--- src/rtl/display_pkg.sv ---
// Shared types and constants for the seven-segment frame buffer.
// The helper lead_zero_mask is used only when LEADING_ZERO_BLANK_EN is defined.
package display_pkg;

  localparam int NUM_DIGITS = 8;

  // Active-low segment pattern, bit order g..a
  typedef logic [6:0] seg_t;

  localparam seg_t       SEG_OFF     = 7'h7F;
  localparam logic [7:0] ANODE_RESET = 8'hFE;

  // One displayable frame: eight hex nibbles, decimal points, blank mask
  typedef struct packed {
    logic [31:0] value;
    logic [7:0]  dp;
    logic [7:0]  blank;
  } frame_t;

  // Power-up frame: everything blanked, so the display stays dark
  localparam frame_t FRAME_RESET = '{value: 32'h0, dp: 8'h00, blank: 8'hFF};

  // Blank every digit above the highest nonzero nibble; digit 0 always shows
  function automatic logic [7:0] lead_zero_mask(input logic [31:0] value);
    logic [7:0] mask;
    logic       seen;
    mask = '0;
    seen = 1'b0;
    for (int k = NUM_DIGITS - 1; k >= 1; k--) begin
      if (value[4*k +: 4] != 4'h0) seen = 1'b1;
      mask[k] = ~seen;
    end
    return mask;
  endfunction

endpackage

--- src/rtl/hex_to_seg.sv ---
// Combinational hex nibble to active-low seven-segment (g..a) decoder.
module hex_to_seg
  import display_pkg::*;
(
  input  logic [3:0] nibble,
  output seg_t       seg
);

  // Table lookup; default keeps every segment dark
  always_comb begin
    seg = SEG_OFF;
    unique case (nibble)
      4'h0: seg = 7'h40;
      4'h1: seg = 7'h79;
      4'h2: seg = 7'h24;
      4'h3: seg = 7'h30;
      4'h4: seg = 7'h19;
      4'h5: seg = 7'h12;
      4'h6: seg = 7'h02;
      4'h7: seg = 7'h78;
      4'h8: seg = 7'h00;
      4'h9: seg = 7'h10;
      4'hA: seg = 7'h08;
      4'hB: seg = 7'h03;
      4'hC: seg = 7'h46;
      4'hD: seg = 7'h21;
      4'hE: seg = 7'h06;
      4'hF: seg = 7'h0E;
      default: seg = SEG_OFF;
    endcase
  end

endmodule

--- src/rtl/display_frame_buffer.sv ---
// Double-buffered 8-digit seven-segment frame source with its own scan timing.
// A frame is written into a shadow buffer through a valid/ready handshake and
// is promoted to the active buffer only when the scan wraps from digit 7 to 0,
// so a frame is never shown half old / half new.
// Optional build macro: LEADING_ZERO_BLANK_EN (auto-blank leading zero digits).
module display_frame_buffer
  import display_pkg::*;
#(
  parameter int TICK_DIV   = 250000,
  parameter int NUM_DIGITS = 8
) (
  input  logic                  clk,
  input  logic                  reset,
  input  logic                  wr_valid,
  output logic                  wr_ready,
  input  logic [31:0]           wr_value,
  input  logic [NUM_DIGITS-1:0] wr_dp,
  input  logic [NUM_DIGITS-1:0] wr_blank,
  output logic [NUM_DIGITS-1:0] anode,
  output logic [7:0]            data,
  output logic                  frame_start
);

  localparam int PW = (TICK_DIV > 1) ? $clog2(TICK_DIV) : 1;
  localparam logic [PW-1:0]         PS_LAST   = PW'(TICK_DIV - 1);
  localparam logic [PW-1:0]         PS_ONE    = PW'(1);
  localparam logic [NUM_DIGITS-1:0] ANODE_ONE = NUM_DIGITS'(1);

  logic [PW-1:0] prescaler;
  logic [2:0]    idx;
  logic [2:0]    idx_next;
  logic          tick;
  logic          frame_wrap;
  logic          swap;
  logic          accept;
  logic          pending;

  frame_t        active;
  frame_t        shadow;
  frame_t        shadow_eff;
  frame_t        src;
  logic [3:0]    nibble;
  seg_t          seg;
  logic [7:0]    data_next;

  assign tick       = (prescaler == PS_LAST);
  assign idx_next   = idx + 3'd1;
  assign frame_wrap = tick && (idx == 3'd7);
  // A swap needs pending=1 and a write needs pending=0, so they never collide
  assign swap       = frame_wrap && pending;
  assign accept     = wr_valid && !pending;
  assign wr_ready   = ~pending;

`ifdef LEADING_ZERO_BLANK_EN
  // Fold the auto leading-zero mask into the frame as it is promoted
  always_comb begin
    shadow_eff       = shadow;
    shadow_eff.blank = shadow.blank | lead_zero_mask(shadow.value);
  end
`else
  assign shadow_eff = shadow;
`endif

  // The digit being loaded on a swap edge must already see the new frame
  assign src    = swap ? shadow_eff : active;
  assign nibble = src.value[{idx_next, 2'b00} +: 4];

  hex_to_seg u_hex_to_seg (
    .nibble (nibble),
    .seg    (seg)
  );

  // Cathode pattern for the digit that becomes active at the next tick edge
  always_comb begin
    data_next = 8'hFF;
    if (!src.blank[idx_next]) data_next = {~src.dp[idx_next], seg};
  end

  // Digit-slot prescaler: tick cycle is the last count before wrap
  always_ff @(posedge clk or negedge reset) begin
    if (!reset) begin
      prescaler <= '0;
    end else if (tick) begin
      prescaler <= '0;
    end else begin
      prescaler <= prescaler + PS_ONE;
    end
  end

  // Scan stage: index, anode and cathodes move together on the tick edge
  always_ff @(posedge clk or negedge reset) begin
    if (!reset) begin
      idx         <= 3'd0;
      anode       <= ANODE_RESET;
      data        <= 8'hFF;
      frame_start <= 1'b0;
    end else begin
      frame_start <= frame_wrap;
      if (tick) begin
        idx   <= idx_next;
        anode <= ~(ANODE_ONE << idx_next);
        data  <= data_next;
      end
    end
  end

  // Shadow capture on handshake, promotion to active at the frame boundary
  always_ff @(posedge clk or negedge reset) begin
    if (!reset) begin
      active  <= FRAME_RESET;
      shadow  <= '0;
      pending <= 1'b0;
    end else if (accept) begin
      shadow  <= '{value: wr_value, dp: wr_dp, blank: wr_blank};
      pending <= 1'b1;
    end else if (swap) begin
      active  <= shadow_eff;
      pending <= 1'b0;
    end
  end

endmodule

--- config.mk ---
export PLATFORM = sky130hd
export DESIGN_NAME = display_frame_buffer
export DESIGN_NICKNAME = d
export VERILOG_FILES = /design/src/rtl/display_pkg.sv /design/src/rtl/hex_to_seg.sv /design/src/rtl/display_frame_buffer.sv
export SDC_FILE = /design/constraint.sdc
export NUM_CORES = 1
export LEC_CHECK = 0
export BUFFER_PORTS_ARGS = -buffer_cell sky130_fd_sc_hd__buf_2
export CAP_MARGIN = 20
export CORE_MARGIN = 1.5
export CORE_UTILIZATION = 49
export DETAILED_ROUTE_END_ITERATION = 12
export PLACE_DENSITY_LB_ADDON = 0.15
export SLEW_MARGIN = 25
export SYNTH_ARGS = -nofsm -noshare
export SYNTH_HDL_FRONTEND = slang
export SYNTH_HIERARCHICAL = 1
export SYNTH_SLANG_ARGS = --single-unit
--- constraint.sdc ---
create_clock -name clk -period 3.98 [get_ports clk]
set_clock_uncertainty 0.1 [all_clocks]
set_input_delay 0.199 -clock clk [delete_from_list [all_inputs] [get_ports clk]]
set_output_delay 0.199 -clock clk [all_outputs]
set_load 0.02 [all_outputs]
==> results.toml, run 1 <==
[clock_network]
insertion_delay_ns = 0.42
clock_path_buffers = 2
cts_tree = "done"
htree_levels = 4
cts.sinks = 135
clkTransAtPathRegs_ns = 0.06
cts_buffers = 17
cts_root_buffer = "clkbuf_16"

[finish]
antenna-diode-count = 0
layout_common_cells = "dfrtp_1, mux2_2, buf_2, dlygate4sd3_1, nor2_1"
areaGrowthSynthToFinish_pct = 27.40
final_net_count = 658
layout_commonest_cell = "dfrtp_1"
fin_cells = 777
drive_above_1_share_pct = 44.96

[worst_setup_path]
cp_cell_sequence = "nor4b_4 -> nand3_2 -> nor4_4 -> buf_4 -> buf_6 -> mux2_2 -> mux2_2 -> mux4_2 -> inv_4 -> mux4_2 -> inv_1 -> a31oi_1"
max_stage_delay_ns = 0.56
arrival_ns = 4.11
path_max_fanout = 18
cp-start-kind = "flip-flop"
cpLargestDelayFamily = "multiplexers"
crit_type = "reg -> reg"
crit_path_end_kind = "flip-flop"
path_buf_inv = 4
cp_slowest_cell = "mux4_2"
required_ns = 4.19

[timing]
rsz0062_at_grt = "true"
hold_viol_final = 0
finalCriticalPeriod_ns = 3.905
fin_crit_sh_pct = 98.12
drv_slew = 0
setup_ws_ns = 0.07478
setup_viol = 0
fmax_ghz = 0.2561
tightest_slew_ns = 0.7841
setup_tns_ns = 0
slew_headroom_pct = 47.73

[grt]
overflow = 0
grt_max_degree = 82
antenna_found_initial = 0
grt_pass1_wl_um = 20680
grt_pass1_vias = 3997
grt_use_total_pct = 20.37

[placed_design]
post-place-ws_ns = 0.05469
place.gp.congestion = 0.7896
dp_cells = 683
hpwl_um = 8208
port_buffers = 68

[synthesis]
syn_area_um2 = 6297
ys_seq_elements = 135
synth_nets = 518
ys_async_sr_fraction_pct = 100.0
avgSynthCellArea_um2 = 13.90
ys_warn_count = 6
ys_seq_area_share_pct = 54.10
synthTopCellsByArea = "dfrtp_1, mux2_2, dfstp_2, mux2_4, mux4_2"
synth_cell_types = 50
yosysTopAreaCellShare_pct = 44.51
ys_dominant_reg_cell = "dfrtp_1"
synth_top_area_cell = "dfrtp_1"
synth_edf_count = 0
syn_inst = 453

[route]
postRouteWirelength_um = 12770
drtPass1Iterations = 4
drc = 0
drt_iter0_drc = 213
vias = 4005
wl_per_cell_um = 16.44
postRouteAntennaNets = 0
viasPerCell = 5.154

[job]
cap_viol_max_count = 0

[floorplan]
row_count = 41
io-pin-count = 69
die_x_um = 116.4
die_area_um2 = 13540
initial_core_util_pct = 50.10
coreArea_um2 = 12570
die_h_um = 116.4

[power_and_ir_drop]
p_per_area_nw_per_um2 = 389.7
leakage_nw = 3.680
power.total_w = 0.003126
irDropWorstVdd_uv = 351.7

[min_path]
min_path_type = "in -> async"

[status]
status = "finished, final reports clean"
[layer usage]
layer / wire length (um) / part of all wire [%] / GRT usage [%]
met4: 114 / 0.89 / 6.179
met1: 6066 / 47 / 28.95
met3: 580 / 4.5 / 6.072
met2: 6010 / 47 / 30.39
met5: 0 / 0 / 0
[cell type report]
class	count	area [um2]
inverters	19	76.32
multi-input cells	278	2689
fillers	965	4546
repair buffers	142	1069
clock buffers	23	467.9
flip-flops and latches	135	3407
well taps	172	215.2
clock inverters	8	98.84
[sequential cells by signal, summed over array words and instances (netlist names)]
name,cells
shadow,48
idx,3
data,8
anode,8
pending,1
frame_start,1
prescaler,18
active,48
[Yosys cell counts (2+ instances only)]
master	n
dfrtp_1	112
mux2_2	91
nor2_1	27
dfstp_2	23
nand2_1	22
mux2_4	18
inv_1	16
a31oi_1	14
ha_1	14
o21ai_0	11
xnor2_1	11
mux4_2	9
buf_2	7
buf_1	6
mux2i_1	5
nand4_1	5
and3_1	4
buf_12	4
nand3_1	4
xor2_1	4
and2_1	3
clkbuf_1	3
mux2_1	3
mux4_1	3
or3_1	3
a211oi_1	2
a21oi_1	2
and3_4	2
and4_1	2
clkinv_1	2
nor3_1	2
[kinds of logic (layout without fill, tap and decap cells)]
logic type	after synthesis	in the layout	synth area share, %
flops	135	135	54.10
xor+xnor	15	15	2.086
compound gates	37	37	3.974
mux	129	129	26.37
buf+inv	40	192	3.676
fa+ha+maj	14	14	2.782
simple gates	83	83	7.014
[path summary, 6_finish.rpt]
path | startpoint | to | slack [ns] | cells past startpoint
worst max-delay path | prescaler[13] | data[3] | 0.07 | 12
worst min-delay path | reset | shadow[30] | 0.31 | 2
worst max register to register | prescaler[13] | data[3] | 0.07 | 12
worst min register to register | prescaler[0] | prescaler[0] | 0.36 | 1
max in group asynchronous | reset | active[2] | 2.56 | 3
min in group clk | prescaler[0] | prescaler[0] | 0.36 | 1
[repair_timing]
action                                 in CTS  in global routing
buffers inserted                            0                 10
gates resized for setup                     0                  7
hold buffers                               50                  0
setup endpoints to repair                   0                  7
endpoints found under the hold margin     113                  0
[through the flow]
stage,hold slack [ns],utilization (%),instance area [um2]
after floorplan,-0.1966,-,6297
after global placement,0.3274,54.16,6807
after detailed placement,0.3334,54.16,6807
after CTS,0.3641,62.65,7874
after global routing,0.3623,63.83,8023
final,0.3062,63.83,8023
[where the power goes]
| group | total [W] | internal (W) | switching, W |
|---|---|---|---|
| combinational | 0.000147 | 0.0000935 | 0.0000534 |
| sequential | 0.00147 | 0.00143 | 0.0000388 |
| clock | 0.00151 | 0.000948 | 0.000560 |
| total | 0.00313 | 0.00247 | 0.000652 |
(Power assumes the default switching activity.)
==> run 2: changes to the inputs <==
Settings changed: CORE_UTILIZATION 49 to 55.
==> run 2 against run 1 <==
Via count is 0.12% higher. Largest power group unchanged. Highest routed layer unchanged. Critical path depth is 1 higher. Largest cell class unchanged. Global-route usage is 2.4 points higher. Clock-buffer cell count stayed put. Die area is 11% lower.
==> results.toml, run 2 (synthesis results as in run 1) <==
[worst_setup_path]
cp_cell_sequence = "nor4b_4 -> nand3_2 -> nor4_4 -> buf_4 -> buf_4 -> buf_8 -> mux2_2 -> mux2_2 -> mux4_2 -> inv_2 -> mux4_2 -> inv_1 -> a31oi_1"
arrival_ns = 4.03
cp-start-kind = "flip-flop"
required_ns = 4.19
crit_path_end_kind = "flip-flop"
max_stage_delay_ns = 0.54
cp_slowest_cell = "mux4_2"
path_max_fanout = 16
crit_type = "reg -> reg"

[placed_design]
dp_cells = 651
hpwl_um = 8123
port_buffers = 68
post-place-ws_ns = 0.07981
place.gp.congestion = 0.8769

[finish]
fin_cells = 741
fill_cells = 738
layout_common_cells = "dfrtp_1, mux2_2, buf_2, dlygate4sd3_1, nor2_1"
layout_commonest_cell = "dfrtp_1"
seqCellArea_um2 = 3407
areaGrowthSynthToFinish_pct = 26.92
final_net_count = 653
antenna-diode-count = 0
drive_above_1_share_pct = 44.76
largestRegisters = "active: 48 flops, shadow: 48 flops, prescaler: 18 flops"
multiInputGateArea_um2 = 2715

[timing]
rsz0062_at_grt = "false"
fin_crit_sh_pct = 95.93
finalCriticalPeriod_ns = 3.818
setup_viol = 0
slew_headroom_pct = 43.75
tightest_slew_ns = 0.8438
fmax_ghz = 0.2619
drv_slew = 0
setup_ws_ns = 0.1620
hold_viol_final = 0
setup_tns_ns = 0
hold_ws_ns = 0.2948

[min_path]
min_path_type = "in -> async"

[clock_network]
cts_tree = "done"
cts.sinks = 135
clock_path_buffers = 2
cts_buffers = 17
clkTransAtPathRegs_ns = 0.05
cts_root_buffer = "clkbuf_16"
insertion_delay_ns = 0.42
htree_levels = 4

[floorplan]
die_area_um2 = 12100
die_x_um = 110
initial_core_util_pct = 57.34
row_count = 38
die_h_um = 110
coreArea_um2 = 10980
io-pin-count = 69

[status]
status = "finished, final reports clean"

[grt]
overflow = 0
grt_pass1_wl_um = 20360
grt_max_degree = 84
grt_use_total_pct = 22.78
antenna_found_initial = 0
grt_pass1_vias = 4048

[power_and_ir_drop]
leakage_nw = 3.682
p_per_area_nw_per_um2 = 400.8
irDropWorstVdd_uv = 325.5
power.total_w = 0.003203

[route]
postRouteAntennaNets = 0
drt_iter0_drc = 173
drtPass1Iterations = 4
viasPerCell = 5.412
postRouteWirelength_um = 12900
drc = 0
wl_per_cell_um = 17.41
vias = 4010

[job]
cap_viol_max_count = 0
==> run 2: cell count changes in the layout (fill, tap and decap cells not counted), sizes merged <==
cell	change
buf	-6
bufinv	+1
clkinv	+1
clkinvlp	-1
mux4	+1
==> run 2: final timing paths <==
kind	start	end	slack, ns	depth (start not counted)
setup / recovery	prescaler[13]	data[3]	0.16	13
hold / removal	reset	shadow[26]	0.29	2
setup reg to reg	prescaler[13]	data[3]	0.16	13
hold reg to reg	prescaler[0]	prescaler[0]	0.36	1
max in group asynchronous	reset	active[4]	2.67	3
min in group clk	prescaler[0]	prescaler[0]	0.36	1
==> run 2: repair_timing <==
item,CTS,global route
gates resized for setup,0,6
setup buffers,0,5
setup endpoints to repair,0,6
hold buffers,50,0
endpoints found under the hold margin,124,0
==> run 2: final cells by class <==
cell class,count,area share [%]
Inverter,19,0.8923
Clock buffer,23,5.980
Sequential cell,135,42.63
Clock inverter,9,1.534
Multi-Input combinational cell,279,33.97
Tap cell,140,2.192
Timing Repair Buffer,136,12.81
==> run 2: metal layers <==
layer / wire length (um) / up-vias / GRT usage (%)
met4: 116 / 0 / 8.627
met2: 6336 / 82 / 35.36
met1: 5941 / 2036 / 30.58
met3: 505 / 8 / 6.526
met5: 0 / - / 0
li1: - / 1884 / -
==> run 2: critical path: cells and delay by family (launching register included) <==
family	cells	cell delay, ns
compound gates	1	0.06
buf+inv	5	0.69
flops	1	0.43
mux	4	1.68
simple gates	3	0.74
==> run 2: per-stage QoR <==
stage | util (%) | instance area, um2
2_1_floorplan | - | 6297
3_3_place_gp | 61.72 | 6779
3_5_place_dp | 61.72 | 6779
4_1_cts | 71.75 | 7880
5_1_grt | 72.77 | 7993
6_report | 72.77 | 7993
==> run 2: where the power goes <==
| group | switching [W] | leakage, nW | internal (W) | total [W] |
|---|---|---|---|---|
| combinational | 0.0000519 | 1.68 | 0.0000942 | 0.000146 |
| clock | 0.000555 | 0.297 | 0.00103 | 0.00158 |
| sequential | 0.0000410 | 1.71 | 0.00143 | 0.00147 |
